$ cat src/rtl/iq_pkg.sv
// Shared defaults and entry layout for the instruction queue.
package iq_pkg;

  localparam int IQ_DATA_W = 32;
  localparam int IQ_DEPTH  = 8;
  localparam int IQ_PC_W   = 6;

  typedef struct packed {
    logic [IQ_PC_W-1:0]   pc;
    logic [IQ_DATA_W-1:0] instr;
  } iq_entry_t;

endpackage

$ cat src/rtl/iq_ptr.sv
// Modulo-DEPTH pointer with synchronous clear; clear wins over increment.
module iq_ptr #(
  parameter  int DEPTH = 8,
  localparam int PTR_W = $clog2(DEPTH)
) (
  input  logic             clk,
  input  logic             rst_n,
  input  logic             clr,
  input  logic             inc,
  output logic [PTR_W-1:0] ptr
);

  logic [PTR_W-1:0] ptr_q;
  logic [PTR_W-1:0] ptr_d;

  // Next pointer value; power-of-two depth makes the natural wrap the modulo.
  always_comb begin
    ptr_d = ptr_q;
    if (clr) begin
      ptr_d = {PTR_W{1'b0}};
    end else if (inc) begin
      ptr_d = ptr_q + PTR_W'(1'b1);
    end else begin
      ptr_d = ptr_q;
    end
  end

  // Pointer register.
  always_ff @(posedge clk or negedge rst_n) begin
    if (!rst_n) begin
      ptr_q <= {PTR_W{1'b0}};
    end else begin
      ptr_q <= ptr_d;
    end
  end

  assign ptr = ptr_q;

endmodule

$ cat src/rtl/inst_queue.sv
// Fetch-to-decode instruction FIFO with flush on branch redirect.
// Define IQ_BYPASS_EN to forward a push straight to the pop port when the queue is empty.
module inst_queue
  import iq_pkg::*;
#(
  parameter  int DATA_W   = IQ_DATA_W,
  parameter  int DEPTH    = IQ_DEPTH,
  parameter  int PC_W     = IQ_PC_W,
  parameter  int AF_LEVEL = DEPTH - 2,
  localparam int PTR_W    = $clog2(DEPTH),
  localparam int CNT_W    = $clog2(DEPTH + 1)
) (
  input  logic              clk,
  input  logic              rst_n,
  input  logic              push_valid,
  output logic              push_ready,
  input  logic [DATA_W-1:0] push_instr,
  input  logic [PC_W-1:0]   push_pc,
  output logic              pop_valid,
  input  logic              pop_ready,
  output logic [DATA_W-1:0] pop_instr,
  output logic [PC_W-1:0]   pop_pc,
  input  logic              flush,
  output logic [CNT_W-1:0]  count,
  output logic              full,
  output logic              empty,
  output logic              almost_full
);

  typedef struct packed {
    logic [PC_W-1:0]   pc;
    logic [DATA_W-1:0] instr;
  } entry_t;

  entry_t           mem_q [DEPTH];
  entry_t           mem_d [DEPTH];
  logic [CNT_W-1:0] count_q;
  logic [CNT_W-1:0] count_d;
  logic [PTR_W-1:0] head_s;
  logic [PTR_W-1:0] tail_s;
  logic             bypass_s;
  logic             push_store_s;
  logic             pop_store_s;

  assign full        = (count_q == CNT_W'(DEPTH));
  assign empty       = (count_q == {CNT_W{1'b0}});
  assign almost_full = (count_q >= CNT_W'(AF_LEVEL));
  assign push_ready  = !full;
  assign count       = count_q;

`ifdef IQ_BYPASS_EN
  assign bypass_s = empty && push_valid && pop_ready && !flush;
`else
  assign bypass_s = 1'b0;
`endif

  // A bypassed word is consumed in flight and never occupies an entry.
  assign push_store_s = push_valid && push_ready && !flush && !bypass_s;
  assign pop_store_s  = !empty && pop_ready && !flush;

  iq_ptr #(.DEPTH(DEPTH)) u_head (
    .clk   (clk),
    .rst_n (rst_n),
    .clr   (flush),
    .inc   (pop_store_s),
    .ptr   (head_s)
  );

  iq_ptr #(.DEPTH(DEPTH)) u_tail (
    .clk   (clk),
    .rst_n (rst_n),
    .clr   (flush),
    .inc   (push_store_s),
    .ptr   (tail_s)
  );

  // Occupancy update; flush overrides any concurrent push or pop.
  always_comb begin
    count_d = count_q;
    if (flush) begin
      count_d = {CNT_W{1'b0}};
    end else begin
      case ({push_store_s, pop_store_s})
        2'b10:   count_d = count_q + CNT_W'(1'b1);
        2'b01:   count_d = count_q - CNT_W'(1'b1);
        default: count_d = count_q;
      endcase
    end
  end

  // Entry write at the tail.
  always_comb begin
    mem_d = mem_q;
    if (push_store_s) begin
      mem_d[tail_s] = '{pc: push_pc, instr: push_instr};
    end else begin
      mem_d = mem_q;
    end
  end

  // Head presentation, zeroed whenever nothing is offered to decode.
  always_comb begin
    pop_valid = 1'b0;
    pop_instr = {DATA_W{1'b0}};
    pop_pc    = {PC_W{1'b0}};
    if (bypass_s) begin
      pop_valid = 1'b1;
      pop_instr = push_instr;
      pop_pc    = push_pc;
    end else if (!empty) begin
      pop_valid = 1'b1;
      pop_instr = mem_q[head_s].instr;
      pop_pc    = mem_q[head_s].pc;
    end else begin
      pop_valid = 1'b0;
    end
  end

  // Storage and occupancy registers.
  always_ff @(posedge clk or negedge rst_n) begin
    if (!rst_n) begin
      count_q <= {CNT_W{1'b0}};
      for (int i = 0; i < DEPTH; i++) begin
        mem_q[i] <= {$bits(entry_t){1'b0}};
      end
    end else begin
      count_q <= count_d;
      mem_q   <= mem_d;
    end
  end

endmodule
$ cat config.mk
export PLATFORM = sky130hd
export DESIGN_NAME = inst_queue
export DESIGN_NICKNAME = d
export VERILOG_FILES = /design/src/rtl/iq_pkg.sv /design/src/rtl/iq_ptr.sv /design/src/rtl/inst_queue.sv
export SDC_FILE = /design/constraint.sdc
export NUM_CORES = 1
export LEC_CHECK = 0
export ABC_CLOCK_PERIOD_IN_PS = 4600
export CAP_MARGIN = 20
export CORE_MARGIN = 5
export CORE_UTILIZATION = 50
export CTS_CLUSTER_SIZE = 12
export DETAILED_ROUTE_END_ITERATION = 7
export PLACE_DENSITY = 0.76
export SLEW_MARGIN = 15
export SYNTH_ARGS = -nofsm -noshare
export SYNTH_HDL_FRONTEND = slang
export SYNTH_SLANG_ARGS = --single-unit
$ cat constraint.sdc
create_clock -name clk -period 4.6 [get_ports clk]
set_input_delay 1.15 -clock clk [delete_from_list [all_inputs] [get_ports clk]]
set_output_delay 1.15 -clock clk [all_outputs]
set_load 0.01 [all_outputs]
Word level (Yosys, flattened, before mapping)
Cells that the tools add are included.
W data, S select, Z words.
Word-level totals
  flip-flop bits (word level): 314
  latch bits: 0
  bits in writable memories: 0
  memory bits (read-only): 0
  input bits: 43
  memories kept: 0
Operators by class
  add/sub/neg operators: 4
  $mul: 0
  divide/modulo/power cells: 0
  magnitude comparators: 4
  equal/unequal tests: 3
  shift operators: 0
  multiplexer cells: 15
  bitwise operators: 2
  reduce and logical (&&, ||, !) cells: 12
Operators with widths (count)
  $bwmux W304: 1
  $bmux W38 S3: 1
  $demux W38 S3: 1
  $mux W38: 3
  $mux W32: 1
  $mux W3: 4
  $ge A4 B4 Y1 const B: 2
  $not A3 Y4: 2
  $pmux W4 S2: 1
  $add A3 B1 Y3 const B: 2
  $mux W6: 1
  $logic_and A1 B1 Y1: 5
  $add A4 B1 Y4 const B: 1
  $eq A4 B4 Y1 const B: 1
  $ge A4 B3 Y1 const B: 1
  $logic_not A4 Y1: 1
  $lt A4 B1 Y1 const B: 1
  $mux W4: 1
  $reduce_bool A2 Y1: 2
  $sub A4 B1 Y4 const B: 1
  $logic_not A1 Y1: 3
  $reduce_bool A3 Y1: 1
  $eq A2 B1 Y1 const B: 1
  $eq A2 B2 Y1 const B: 1
  $mux W1: 1

Depth between registers and ports, before layout
  depth after elaboration: 7
  gate-level depth with buffers: 9
  depth with buffers taken out: 7

Modules after synthesis
From an unflattened synthesis, not the netlist that was laid out.
Unflattened totals
  cell total of the unflattened synthesis: 891
  area, all modules: 14283.7 um2
By module, submodules not included
  inst_queue: times used 1, cells each 869, area an instance 14010.9 um2, sequential area each 7707.4 um2
  iq_ptr: times used 2, cells each 11, area an instance 136.4 um2, sequential area each 75.1 um2

Least setup slack after synthesis
Ideal clock, no wire load.
  path kind: register -> output
  from: register count_q[1] (netlist: count[1])
  to: output port pop_instr[10]
  arrival time: 1.907 ns
  path slack: 1.543 ns
  cell stages (with the launch flop): 7
  path buffers: 3
  cell sequence: dfrtp_1 > buf_2 > or4_1 > inv_1 > clkbuf_1 > buf_1 > nor2_1
Between the ends
  word-level cells in the longest chain between the ends: 2
Ends and longest elaborated chain
  start: declaration: RTL line inst_queue.sv:37  | logic [CNT_W-1:0] count_q;
  start signal: assignment: RTL line inst_queue.sv:122  | count_q <= {CNT_W{1'b0}};
  start signal: assignment: RTL line inst_queue.sv:127  | count_q <= count_d;
  $logic_not A4 Y1: RTL line inst_queue.sv:46  | assign empty = (count_q == {CNT_W{1'b0}});
  $mux W32: RTL line inst_queue.sv:110  | end else if (!empty) begin
  end: declaration: RTL line inst_queue.sv:21  | output logic [DATA_W-1:0] pop_instr,
No other way between the ends.

Final worst setup path
  from: register u_head.ptr_q[0] (netlist: u_head.ptr[0])
  to: output port pop_instr[7]
Between the ends
  word-level cells in the longest chain between the ends: 5
Ends and longest elaborated chain
  start: declaration: RTL line iq_ptr.sv:13  | logic [PTR_W-1:0] ptr_q;
  start signal: assignment: RTL line iq_ptr.sv:31  | ptr_q <= {PTR_W{1'b0}};
  start signal: assignment: RTL line iq_ptr.sv:33  | ptr_q <= ptr_d;
  $not A3 Y4 (implied by the code): RTL line inst_queue.sv:112  | pop_instr = mem_q[head_s].instr;
  $bmux W38 S3: RTL line inst_queue.sv:112
  $mux W38 (2 in series)
  $mux W32: RTL line inst_queue.sv:110
No other way between the ends. The select of a mux whose other input is x is not followed.

==> reports/qor.csv <==
stage;metric;value;unit
run_status;status;finished, final reports clean;
detailed_routing;DRT iter0 DRCs;464;
detailed_routing;WL/cell;21.11;um
timing;worst-margin pin slew;1.001;ns
critical_path;r2r setup slk;1.84;ns
global_route;initial antenna violation count;2;
critical_path;Crit path required time;3.45;ns
timing;crit path time final;3.972;ns
global_route;All-Layer GR Usage;18.38;%
yosys;Mapped Nets;953;
final_layout;most frequent cells in the layout;311 x dfrtp_1, 272 x mux2_2, 88 x clkdlybuf4s50_1;
yosys;post-synthesis async set-or-reset flop share;100.0;%
min_path;hold path start;mem_q[216]$_DFFE_PN0P_;
detailed_routing;drc violations;0;
placement;DP Wirelength;17230;um
critical_path;worst setup path startpoint;u_head.ptr[0]$_DFFE_PN0P_;
yosys;post-synthesis cell count;906;
power;LEAKAGE;7.374;nW
cts;CTS Buf Count;31;
critical_path;crit-path max FO;20;
timing;Slew headroom;32.41;%
floorplan;Row Count;62;
timing;Fin Hold WS;0.4820;ns
critical_path;type of the worst setup path;flip-flop to primary output;
critical_path;reg-to-reg endpoint;count[2]$_DFFE_PN0P_;
placement;Routability Congestion;0.7396;
final_layout;Layout Nets;1034;
final_layout;Core Util, Final;58.03;%
yosys;flops & latches, synth;314;
yosys;synth unique cells;41;
floorplan;die width;179.9;um
placement;IO buf count;89;
global_route;vias in the first global route;8535;
power;pwr/cell area;577.8;mW/mm2
cts;Clock Sinks;314;
min_path;Worst Hold End;mem_q[216]$_DFFE_PN0P_;
cts;hold buffers post-CTS;0;
yosys;EDFF count, synth;0;
critical_path;Worst Setup Start Kind;flip-flop;
cts;worst skew pair latency;0.56;ns
critical_path;CP endpoint kind;primary output;
final_layout;FF/Latch Area;0.007866;mm2
placement;DP Cell Count;1338;
yosys;sequential fraction of the synthesis area;54.47;%
floorplan;core footprint;0.02863;mm2
cts;post-CTS sizing;0;
yosys;yosys warns;0;
final_layout;multi-input logic area;0.006172;mm2
final_layout;share of cells above drive strength 1;42.74;%
floorplan;initial core utilization;50.39;%
timing;Worst Skew;0.01006;ns
final_layout;Finished Layout Cells;1383;
detailed_routing;Antenna Nets Post-Route;0;
min_path;hold path depth;1;
timing;final setup fails;0;
global_route;wire length of the first global-routing pass;48530;um
cts;clk slew on worst S/H paths;0.06;ns
timing;Slew Viols, Final;0;
critical_path;WP data arrival;2.82;ns
power;VDD IR max;0.0002940;V
floorplan;die height;179.9;um
min_path;worst hold path type;flip-flop to flip-flop;
yosys;Synth Cell Area;0.01443;mm2
critical_path;Reg-to-Reg Start;count[1]$_DFFE_PN0P_;
detailed_routing;first-pass detailed-route iteration total;4;
global_route;gr ovfl total;0;
cts;H-Tree Depth;1;
final_layout;commonest non-fill, non-tap cell in the layout;dfrtp_1;
final_layout;P&R area growth vs syn;15.15;%
detailed_routing;vias per inst;5.717;
cts;CTS max path bufs;3;
floorplan;Die ar.;0.03235;mm2
power;Pwr Total;9.598;mW
timing;period utilization;86.36;%
detailed_routing;WL final;29190;um
yosys;Main synth FF type;dfrtp_1;
timing;fmax;251.7;MHz
final_layout;fillers;2214;
critical_path;Reg2Reg Depth;7;
detailed_routing;Vias;7907;
cts;Post-CTS Repair Setup Buffers;0;
timing;final setup TNS;0;ns
global_route;pin count of the biggest net entering global routing;92;
final_layout;Antenna Cells;0;
cts;CTS Root Cell;clkbuf_16;
timing;Final Hold Viols;0;
timing;RSZ-0062 raised after global routing;no;
yosys;Mean Syn Cell Area;15.92;um2
run;max-cap violations;0;
cts;CTS tree;done;
floorplan;Ports;90;
## flip-flops by register name, summed over array words and instances (netlist names)
signal      flops
count           4
mem_q         304
u_head.ptr      3
u_tail.ptr      3
## synthesized netlist by cell type, drive strengths merged, types with 4 or more instances
cell type,instances,area share (%)
a21oi,6,0.21
xor2,4,0.24
mux2i,39,2.7
buf,44,2.4
nand3,6,0.21
mux4,76,12
clkbuf,21,0.55
mux2,304,24
nor2,45,1.2
ha,4,0.35
nand2,7,0.18
dfrtp,314,54
## per-stage QoR
| stage | setup WS (ns) | instance area, um2 |
|---|---|---|
| 2_1_floorplan | 1.543 | 14430 |
| 3_3_place_gp | 0.8700 | 15710 |
| 3_5_place_dp | 0.8180 | 15710 |
| 4_1_cts | 0.5571 | 16610 |
| 5_1_grt | 0.4602 | 16610 |
| 6_report | 0.6276 | 16610 |
## power by group
group          internal (mW)  leakage [nW]  total, mW  switching [mW]
sequential              3.49          4.13       3.88           0.393
clock                   1.32         0.447       2.31           0.989
combinational           1.98          2.80       3.41            1.43
total                   6.79          7.37       9.60            2.81
## logic make-up (layout without fill, tap and decap cells)
logic type	Yosys count	in the layout	synth area share, %
AO/OA/AOI/OAI	18	18	0.8500
XOR/XNOR	5	5	0.3036
adder cells (fa/ha/maj)	4	4	0.3470
buffers and inverters	68	161	2.975
flip-flops	314	314	54.47
multiplexers	419	419	38.30
AND/OR/NAND/NOR	78	78	2.750
## worst max-delay path: stages, from the launching register on
cell and delay, ns:
dfrtp_4 0.47, buf_4 0.39, mux4_2 0.55, mux2i_1 0.26, nor2_1 0.08, clkdlybuf4s50_1 0.49
## routing by layer
layer	vias up	track usage (%)	share of wire, %
met5	-	0	0.086
met4	4	3.231	1.4
met3	42	2.971	4.7
met2	155	29.38	48
met1	4190	27.33	46
li1	3516	-	-
## worst max-delay path by stage
stage	to	slack [ns]	cells past startpoint
after CTS	pop_instr[7]	0.56	5
after global placement	mem_q[66]$_DFFE_PN0P_	0.87	5
after detailed placement	mem_q[75]$_DFFE_PN0P_	0.82	5
after floorplan	pop_instr[10]	1.54	6
after global routing	pop_instr[7]	0.46	5
final	pop_instr[7]	0.63	5
## layout make-up
class | instances | share of cell area [%]
sequential | 314 | 47.36
clock buffer | 43 | 5.363
clock inverter | 2 | 0.08286
timing repair buffer | 113 | 7.080
multi-input combinational | 524 | 37.16
tap | 384 | 2.892
inverter | 3 | 0.06779
Note: power is estimated with default switching activity, not from simulation.
